[config.mk]
export PLATFORM = sky130hd
export DESIGN_NAME = opll_bus_writer
export DESIGN_NICKNAME = d
export VERILOG_FILES = /design/src/rtl/opll_bus_pkg.sv /design/src/rtl/opll_wr_fifo.sv /design/src/rtl/opll_bus_writer.sv
export SDC_FILE = /design/constraint.sdc
export NUM_CORES = 1
export LEC_CHECK = 0
export CAP_MARGIN = 20
export CELL_PAD_IN_SITES_DETAIL_PLACEMENT = 1
export CELL_PAD_IN_SITES_GLOBAL_PLACEMENT = 1
export CORE_ASPECT_RATIO = 1.5
export CORE_MARGIN = 3
export CORE_UTILIZATION = 35
export CTS_CLUSTER_DIAMETER = 100
export CTS_CLUSTER_SIZE = 14
export DETAILED_ROUTE_END_ITERATION = 10
export HOLD_SLACK_MARGIN = 0.06
export PLACE_DENSITY_LB_ADDON = 0.05
export REMOVE_ABC_BUFFERS = 1
export SYNTH_ARGS = -nofsm -noshare
export SYNTH_HDL_FRONTEND = slang
export SYNTH_HIERARCHICAL = 1
export SYNTH_SLANG_ARGS = --single-unit
[constraint.sdc]
create_clock -name clk -period 2.1 [get_ports clk]
set_input_delay 0.42 -clock clk [delete_from_list [all_inputs] [get_ports clk]]
set_output_delay 0.42 -clock clk [all_outputs]
set_load 0.05 [all_outputs]
[src/rtl/opll_bus_pkg.sv]
// Shared types and default write-recovery constants for the OPLL host write path.
package opll_bus_pkg;

  typedef enum logic [2:0] {
    ST_IDLE     = 3'd0,
    ST_ADDR_STB = 3'd1,
    ST_ADDR_REC = 3'd2,
    ST_DATA_STB = 3'd3,
    ST_DATA_REC = 3'd4
  } opll_state_t;

  // YM2413 recovery times in master-clock ticks.
  localparam int OPLL_ADDR_WAIT = 12;
  localparam int OPLL_DATA_WAIT = 84;

  typedef struct packed {
    logic [7:0] addr;
    logic [7:0] data;
  } opll_pair_t;

endpackage

[src/rtl/opll_wr_fifo.sv]
// Small synchronous FIFO of {addr,data} pairs; head is read straight from storage
// (first-word-fall-through) and the count/flags are registered.
module opll_wr_fifo
  import opll_bus_pkg::*;
#(
  parameter int DEPTH = 4
) (
  input  logic                     clk,
  input  logic                     rst,
  input  logic                     push,
  input  opll_pair_t               push_pair,
  input  logic                     pop,
  output opll_pair_t               head_pair,
  output logic [$clog2(DEPTH):0]   count,
  output logic                     full,
  output logic                     empty
);

  localparam int AW = $clog2(DEPTH);
  localparam int CW = AW + 1;

  opll_pair_t          mem_r [DEPTH];
  logic [AW-1:0]       wr_ptr_r;
  logic [AW-1:0]       rd_ptr_r;
  logic [CW-1:0]       count_r;
  logic                full_r;
  logic                empty_r;
  logic                push_fire_s;
  logic                pop_fire_s;
  logic [CW-1:0]       count_next_s;

  // Qualified handshakes and next occupancy.
  always_comb begin
    push_fire_s  = push && !full_r;
    pop_fire_s   = pop && !empty_r;
    count_next_s = count_r;
    if (push_fire_s && !pop_fire_s) begin
      count_next_s = count_r + CW'(1);
    end else if (pop_fire_s && !push_fire_s) begin
      count_next_s = count_r - CW'(1);
    end else begin
      count_next_s = count_r;
    end
  end

  // Pointer, count and flag registers.
  always_ff @(posedge clk) begin
    if (rst) begin
      wr_ptr_r <= {AW{1'b0}};
      rd_ptr_r <= {AW{1'b0}};
      count_r  <= {CW{1'b0}};
      full_r   <= 1'b0;
      empty_r  <= 1'b1;
    end else begin
      if (push_fire_s) begin
        wr_ptr_r <= wr_ptr_r + AW'(1);
      end
      if (pop_fire_s) begin
        rd_ptr_r <= rd_ptr_r + AW'(1);
      end
      count_r <= count_next_s;
      full_r  <= (count_next_s == CW'(DEPTH));
      empty_r <= (count_next_s == {CW{1'b0}});
    end
  end

  // Pair storage; contents need no reset because the pointers gate visibility.
  always_ff @(posedge clk) begin
    if (push_fire_s) begin
      mem_r[wr_ptr_r] <= push_pair;
    end
  end

  assign head_pair = mem_r[rd_ptr_r];
  assign count     = count_r;
  assign full      = full_r;
  assign empty     = empty_r;

endmodule

[src/rtl/opll_bus_writer.sv]
// Replays buffered register writes onto the OPLL CPU bus, pacing strobes and
// YM2413 write-recovery gaps in phi_cen ticks.
module opll_bus_writer
  import opll_bus_pkg::*;
#(
  parameter int FIFO_DEPTH   = 4,
  parameter int STROBE_TICKS = 2,
  parameter int ADDR_WAIT    = OPLL_ADDR_WAIT,
  parameter int DATA_WAIT    = OPLL_DATA_WAIT
) (
  input  logic                          clk,
  input  logic                          rst,
  input  logic                          phi_cen,
  input  logic                          in_valid,
  input  logic [7:0]                    in_addr,
  input  logic [7:0]                    in_data,
  output logic                          in_ready,
  output logic                          opll_cs_n,
  output logic                          opll_wr_n,
  output logic                          opll_a0,
  output logic [7:0]                    opll_d,
  output logic                          busy,
  output logic [$clog2(FIFO_DEPTH):0]   fifo_count
);

  localparam int CW  = $clog2(DATA_WAIT);
  localparam int FCW = $clog2(FIFO_DEPTH) + 1;

  opll_state_t     state_r;
  logic [CW-1:0]   cnt_r;
  logic [7:0]      data_r;
  logic            cs_n_r;
  logic            wr_n_r;
  logic            a0_r;
  logic [7:0]      d_r;
  logic            busy_r;

  opll_pair_t      in_pair_s;
  opll_pair_t      head_s;
  logic            fifo_full_s;
  logic            fifo_empty_s;
  logic [FCW-1:0]  fifo_count_s;
  logic            push_s;
  logic            pop_s;
  logic            cnt_zero_s;
  logic            done_s;
  logic            idle_next_s;
  logic            nonempty_next_s;

  assign in_pair_s = '{addr: in_addr, data: in_data};

  opll_wr_fifo #(
    .DEPTH (FIFO_DEPTH)
  ) u_fifo (
    .clk       (clk),
    .rst       (rst),
    .push      (push_s),
    .push_pair (in_pair_s),
    .pop       (pop_s),
    .head_pair (head_s),
    .count     (fifo_count_s),
    .full      (fifo_full_s),
    .empty     (fifo_empty_s)
  );

  // Handshake decode and the look-ahead used to register busy.
  always_comb begin
    push_s      = in_valid && !fifo_full_s;
    pop_s       = (state_r == ST_IDLE) && phi_cen && !fifo_empty_s;
    cnt_zero_s  = (cnt_r == {CW{1'b0}});
    done_s      = (state_r == ST_DATA_REC) && phi_cen && cnt_zero_s;
    idle_next_s = ((state_r == ST_IDLE) && !pop_s) || done_s;
    if (push_s) begin
      nonempty_next_s = 1'b1;
    end else if (pop_s) begin
      nonempty_next_s = (fifo_count_s > FCW'(1));
    end else begin
      nonempty_next_s = !fifo_empty_s;
    end
  end

  // Busy reflects the state and occupancy that will hold after this edge.
  always_ff @(posedge clk) begin
    if (rst) begin
      busy_r <= 1'b0;
    end else begin
      busy_r <= !idle_next_s || nonempty_next_s;
    end
  end

  // Bus sequencer: everything advances only on phi_cen ticks.
  always_ff @(posedge clk) begin
    if (rst) begin
      state_r <= ST_IDLE;
      cnt_r   <= {CW{1'b0}};
      data_r  <= 8'h00;
      cs_n_r  <= 1'b1;
      wr_n_r  <= 1'b1;
      a0_r    <= 1'b0;
      d_r     <= 8'h00;
    end else if (phi_cen) begin
      case (state_r)
        ST_IDLE: begin
          if (pop_s) begin
            data_r  <= head_s.data;
            d_r     <= head_s.addr;
            a0_r    <= 1'b0;
            cs_n_r  <= 1'b0;
            wr_n_r  <= 1'b0;
            cnt_r   <= CW'(STROBE_TICKS - 1);
            state_r <= ST_ADDR_STB;
          end
        end
        ST_ADDR_STB: begin
          if (cnt_zero_s) begin
            cs_n_r  <= 1'b1;
            wr_n_r  <= 1'b1;
            cnt_r   <= CW'(ADDR_WAIT - 1);
            state_r <= ST_ADDR_REC;
          end else begin
            cnt_r <= cnt_r - CW'(1);
          end
        end
        ST_ADDR_REC: begin
          if (cnt_zero_s) begin
            d_r     <= data_r;
            a0_r    <= 1'b1;
            cs_n_r  <= 1'b0;
            wr_n_r  <= 1'b0;
            cnt_r   <= CW'(STROBE_TICKS - 1);
            state_r <= ST_DATA_STB;
          end else begin
            cnt_r <= cnt_r - CW'(1);
          end
        end
        ST_DATA_STB: begin
          if (cnt_zero_s) begin
            cs_n_r  <= 1'b1;
            wr_n_r  <= 1'b1;
            cnt_r   <= CW'(DATA_WAIT - 1);
            state_r <= ST_DATA_REC;
          end else begin
            cnt_r <= cnt_r - CW'(1);
          end
        end
        ST_DATA_REC: begin
          // Returning to IDLE here keeps the next pop off the terminal tick.
          if (cnt_zero_s) begin
            state_r <= ST_IDLE;
          end else begin
            cnt_r <= cnt_r - CW'(1);
          end
        end
        default: begin
          cs_n_r  <= 1'b1;
          wr_n_r  <= 1'b1;
          state_r <= ST_IDLE;
        end
      endcase
    end
  end

  assign in_ready   = !fifo_full_s;
  assign opll_cs_n  = cs_n_r;
  assign opll_wr_n  = wr_n_r;
  assign opll_a0    = a0_r;
  assign opll_d     = d_r;
  assign busy       = busy_r;
  assign fifo_count = fifo_count_s;

endmodule

== Word level (Yosys, flattened, before mapping) ==
Memory sizes are Yosys's and may differ from the RTL's. A register that Yosys moved wholly into a read port is not among the register bits.
Cells that the tools add are included.
Storage, ports and cells
  bits in registers: 38
  RAM bits: 64
  input bits: 20
  output and inout port bits: 16
  word-level logic and storage cells: 89
  memories kept: 1
Cells by class
  add/subtract/negate cells: 5
  $lt $le $gt $ge: 1
  eq/ne operators: 12
  multiplexer cells: 28
  bitwise logic cells: 1
  reduce and logical (&&, ||, !) cells: 29
Memories
  u_fifo.mem_r: depth 4, bits a word 16, read ports 1, clocked after Yosys merged registers in 1, write ports 1, RTL line opll_wr_fifo.sv:22  | opll_pair_t mem_r [DEPTH];
Operators by type and width (number)
  7-bit two-way mux: 5
  7-bit one-hot mux with 5 select lines: 1
  3-bit two-way mux: 7
  8-bit two-way mux: 2
  8-bit one-hot mux with 2 select lines: 1
  3-bit one-hot mux with 5 select lines: 1
  1-bit logical AND: 10
  2-bit inequality test (second input constant): 5
  4-bit AND reduction: 2
  7-bit logical NOT: 1
  1-bit two-way mux: 7
  7-bit by 1-bit subtractor with 7-bit output (second input constant): 1
  3-bit by 2-bit == test with 1-bit output (second input constant): 2
  3-bit == test (second input constant): 2
  1-bit logical NOT: 6
  3-bit logical NOT: 2
  6-bit AND reduction: 1
  5-bit AND reduction: 1
  5-bit nonzero test: 1
  2-bit by 1-bit adder with 2-bit output (second input constant): 2
  2-bit two-way mux: 2
  2-bit by 1-bit inequality test with 1-bit output (second input constant): 2
  1-bit one-hot mux with 4 select lines: 1
  3-bit by 1-bit adder with 3-bit output (second input constant): 1
  9 further kinds: 10

== Depth between registers and ports, before layout ==
  depth in word-level cells: 8
  mapped depth: 9
  mapped depth without buffers: 7

== Modules after synthesis ==
The synthesis kept the hierarchy.
Modules (own cells, without submodules)
  opll_wr_fifo: instances 1, cells an instance 153, area an instance 2934.1 sq um, sequential area each 2142.1 sq um
  opll_bus_writer: instances 1, cells an instance 192, area an instance 1699.1 sq um, sequential area each 580.6 sq um

== Least setup slack after synthesis ==
No wires, ideal clock.
  path type: flip-flop to flip-flop
  from: register u_fifo.full_r, in the netlist u_fifo/full
  to: memory u_fifo/mem_r[0][0] (netlist name), enable pin
  arrival: 1.675 ns
  required time: 1.726 ns
  slack: 0.051 ns
  stages on the path, launching flop included: 7
  buffers on the path: 1
  clock period less this slack: 2.049 ns
  path through: dfxtp_1 inv_1 nand2_1 inv_1 nor2b_4 buf_6 and2_1
On the way
  longest elaborated chain between the ends: 5
Ends and longest elaborated chain
  from (decl): RTL line opll_wr_fifo.sv:26  | logic full_r;
  from (signal assigned): RTL line opll_wr_fifo.sv:62  | full_r <= (count_next_s == CW'(DEPTH));
  1-bit logical NOT
  net in_ready: RTL line opll_bus_writer.sv:17  | output logic in_ready,
  1-bit logical AND: RTL line opll_bus_writer.sv:68  | push_s = in_valid && !fifo_full_s;
  net push_s: RTL line opll_bus_writer.sv:43  | logic push_s;
  1-bit logical AND: RTL line opll_wr_fifo.sv:34  | push_fire_s = push && !full_r;
  1-bit two-way mux: RTL line opll_wr_fifo.sv:69  | if (push_fire_s) begin
  1-bit two-way mux (not written as such): RTL line opll_wr_fifo.sv:70  | mem_r[wr_ptr_r] <= push_pair;
  to (decl): RTL line opll_wr_fifo.sv:22
The timed path passes the listed nets, and every way through them passes these cells.

== Worst setup path after layout ==
  from: register u_fifo.count_r[1], in the netlist u_fifo/count[1]
  to: output port fifo_count[1]
RTL lines
  from (decl): RTL line opll_wr_fifo.sv:25  | logic [CW-1:0] count_r;
  from (signal assigned): RTL line opll_wr_fifo.sv:51  | count_r <= {CW{1'b0}};
  from (signal assigned): RTL line opll_wr_fifo.sv:61  | count_r <= count_next_s;
  to (decl): RTL line opll_bus_writer.sv:23  | output logic [$clog2(FIFO_DEPTH):0] fifo_count
No word-level cell between the ends.

==> qor.yml <==
cts:
  worstSkewPairLatency_ns: 0.35
  h-tree-depth: 3
  clockBufferDepth: 2
  clockRootBuffer: "clkbuf_16"
  cts_resized: 0
  ctsHoldBuffers: 0
  cts_setup_buffers: 0
  clk_pin_slew_ns: 0.07
  clkSinkCount: 104
  numCtsBuffers: 9
  cts_tree: "done"
place:
  dp_hpwl_mm: 7.29
  port_buffers: 35
  dpl.cell_count: 544
  gp_congestion: 0.817
global_route:
  grt_pass1_vias: 3172
  antenna_found_initial: 0
  grt_pass1_wl_mm: 17.2
  grt_overflow: 0
  grt_usage: 0.153
  grt_max_degree: 22
setup_path:
  cpLargestDelayFamily: "buffers and inverters"
  critPathLaunch: "u_fifo/count[1]"
  critPathKind: "register to primary output"
  critPathBufInv: 1
  r2r_cells: 8
  reg2reg_slack_ns: 0.22
  cp_slowest_stage_delay_ns: 0.83
  path_max_fanout: 5
  critPathSlowestCell: "clkdlybuf4s50_1"
  worstReg2RegEnd: "opll_d[7]"
  crit_chain: "clkdlybuf4s50_1"
  reg2reg_from: "cnt_r[1]"
  cp.arrival_ns: 1.57
  required_ns: 1.68
  start_kind: "register"
  end_kind: "primary output"
timing:
  finClkSkew_ns: 0.00794
  fin_setup_tns_ns: 0
  period_needed_ns: 1.99
  grt_setup_unrepaired: "false"
  fmax_mhz: 502
  setup_viol: 0
  hold_viol_final: 0
  worst_pin_slew_ns: 0.503
  finalMaxSlewViolations: 0
  period_share: 0.949
  slew_headroom: 0.664
final_layout:
  nets: 427
  drive_above_1_share: 0.193
  layout_common_cells: "64 x edfxtp_1, 40 x dfxtp_1, 34 x clkdlybuf4s50_1"
  final_common_cell: "edfxtp_1"
  n_antenna_cell: 0
  area_delta_synth_final_pct: 21.1
  layoutNonFillerInstCount: 560
  n_fill_cell: 1304
worst_hold_path:
  holdPathStages: 2
  hold_end: "data_r[2]"
  worstHoldStart: "data_r[2]"
  hold_path.class: "register to register"
run_status:
  status: "complete, no violations"
die:
  die_area_sq_um: 14700
  core_sq_um: 12700
  rows: 50
  ioPinCount: 36
  die_w_microns: 99.9
  initial_core_util: 0.365
  die_height_microns: 147
synth:
  ys.flop_type: "edfxtp_1"
  avgSynthCellArea_sq_um: 13.4
  ys_warn_count: 6
  synth-seq-area-share: 0.588
  synth.cell_area_sq_um: 4630
  syn_inst: 345
  synth_edf_count: 64
  synthArstFlopShare: 0
  synth-seq-cells: 104
  synth_cell_types: 66
route:
  routed_wl_mm: 10.7
  final_antenna_net_count: 0
  first_iter_violations: 68
  drc: 0
  drt_pass1_iterations: 4
  via_count: 2973
  vias_per_cell: 5.31
  drt-wirelength-per-cell_microns: 19.0
pwr:
  vdd_drop_max_mv: 0.487
  powerDensity_nw_per_um2: 1100
  p_leak_nw: 1.92
  p_total_mw: 6.19
job:
  max_cap_viol_count: 0
## stage by stage
stage          setup slack [ns]  instance area [sq um]  utilization  hold WS, ns
6_report                  0.107                   5610        0.442        0.501
5_1_grt                  0.0107                   5610        0.442        0.544
4_1_cts                 0.00244                   5600        0.441        0.511
3_5_place_dp             -0.196                   5320        0.419        0.495
3_3_place_gp            -0.0967                   5320        0.419        0.475
2_1_floorplan            -0.959                   4450            -        0.460
## registers in the layout, summed over array words and instances (netlist names), 2 cells and up, named ones only
name	cells
opll_d	8
u_fifo/rd_ptr_r	2
cnt_r	7
u_fifo/wr_ptr_r	2
state_r	3
u_fifo/mem_r	64
data_r	8
u_fifo/count	3
## cells by family (layout without fill, tap and decap cells)
logic type | count (synthesis) | count (layout) | share of synthesized area
fa+ha+maj | 8 | 8 | 0.0216
compound gates | 76 | 76 | 0.113
buf+inv | 39 | 98 | 0.0518
simple gates | 78 | 78 | 0.0964
mux | 33 | 33 | 0.115
xor+xnor | 7 | 7 | 0.0149
flops | 104 | 104 | 0.588
## cell usage after synthesis (2+ instances only)
cell type  instances  area [sq um]
nand3_1            3          15.0
edfxtp_1          64          1920
nand2_1            9          33.8
o21ai_1            4          20.0
clkbuf_1           3          11.3
nor4_1             4          25.0
buf_6              8          90.1
a311oi_1           9          78.8
dfxtp_1           40           801
inv_1             15          56.3
a41oi_1            2          17.5
and2_1             4          25.0
o31ai_1            2          15.0
nor3b_1            2          15.0
nor2b_1            4          25.0
o22ai_1            2          12.5
ha_1               8           100
nor3_1             9          45.0
o21ai_0            6          30.0
mux4_2            16           360
nand2b_1           5          31.3
xnor2_1            5          43.8
a211oi_1           6          45.0
a21oi_1           23           115
a31oi_1            4          25.0
buf_2              7          35.0
buf_4              4          30.0
nor2_1            23          86.3
mux2i_1           17           170
## worst max-delay path by stage
| stage | to | slack (ns) | cells past startpoint |
|---|---|---|---|
| 6_report | fifo_count[1] | 0.11 | 1 |
| 5_1_grt | u_fifo/full | 0.01 | 8 |
| 4_1_cts | fifo_count[2] | 0.002 | 1 |
| 3_5_place_dp | u_fifo/empty | -0.20 | 8 |
| 3_3_place_gp | u_fifo/empty | -0.1 | 8 |
| 2_1_floorplan | u_fifo/empty | -0.96 | 6 |
## area by class of cell
class	instances	area [sq um]	area share
flip-flops and latches	104	2720	0.485
multi-input cells	202	1680	0.299
repair buffers	67	672	0.120
clock buffers	9	225	0.0401
well taps	156	195	0.0348
clock inverters	7	62.6	0.0111
inverters	15	56.3	0.0100
## power by group
group | total (mW) | internal [mW] | switching, mW | leakage [nW]
combinational | 1.96 | 0.838 | 1.13 | 0.860
clock | 1.62 | 0.830 | 0.791 | 0.144
sequential | 2.61 | 2.43 | 0.177 | 0.914
## layer usage
metal / global-route usage / share of wire / vias up
li1: - / - / 1426
met1: 0.183 / 0.41 / 1500
met2: 0.276 / 0.55 / 38
met3: 0.0238 / 0.029 / 9
met4: 0.0533 / 0.014 / 0
met5: 0 / 0 / -
Power figures use the tool's default switching activity.
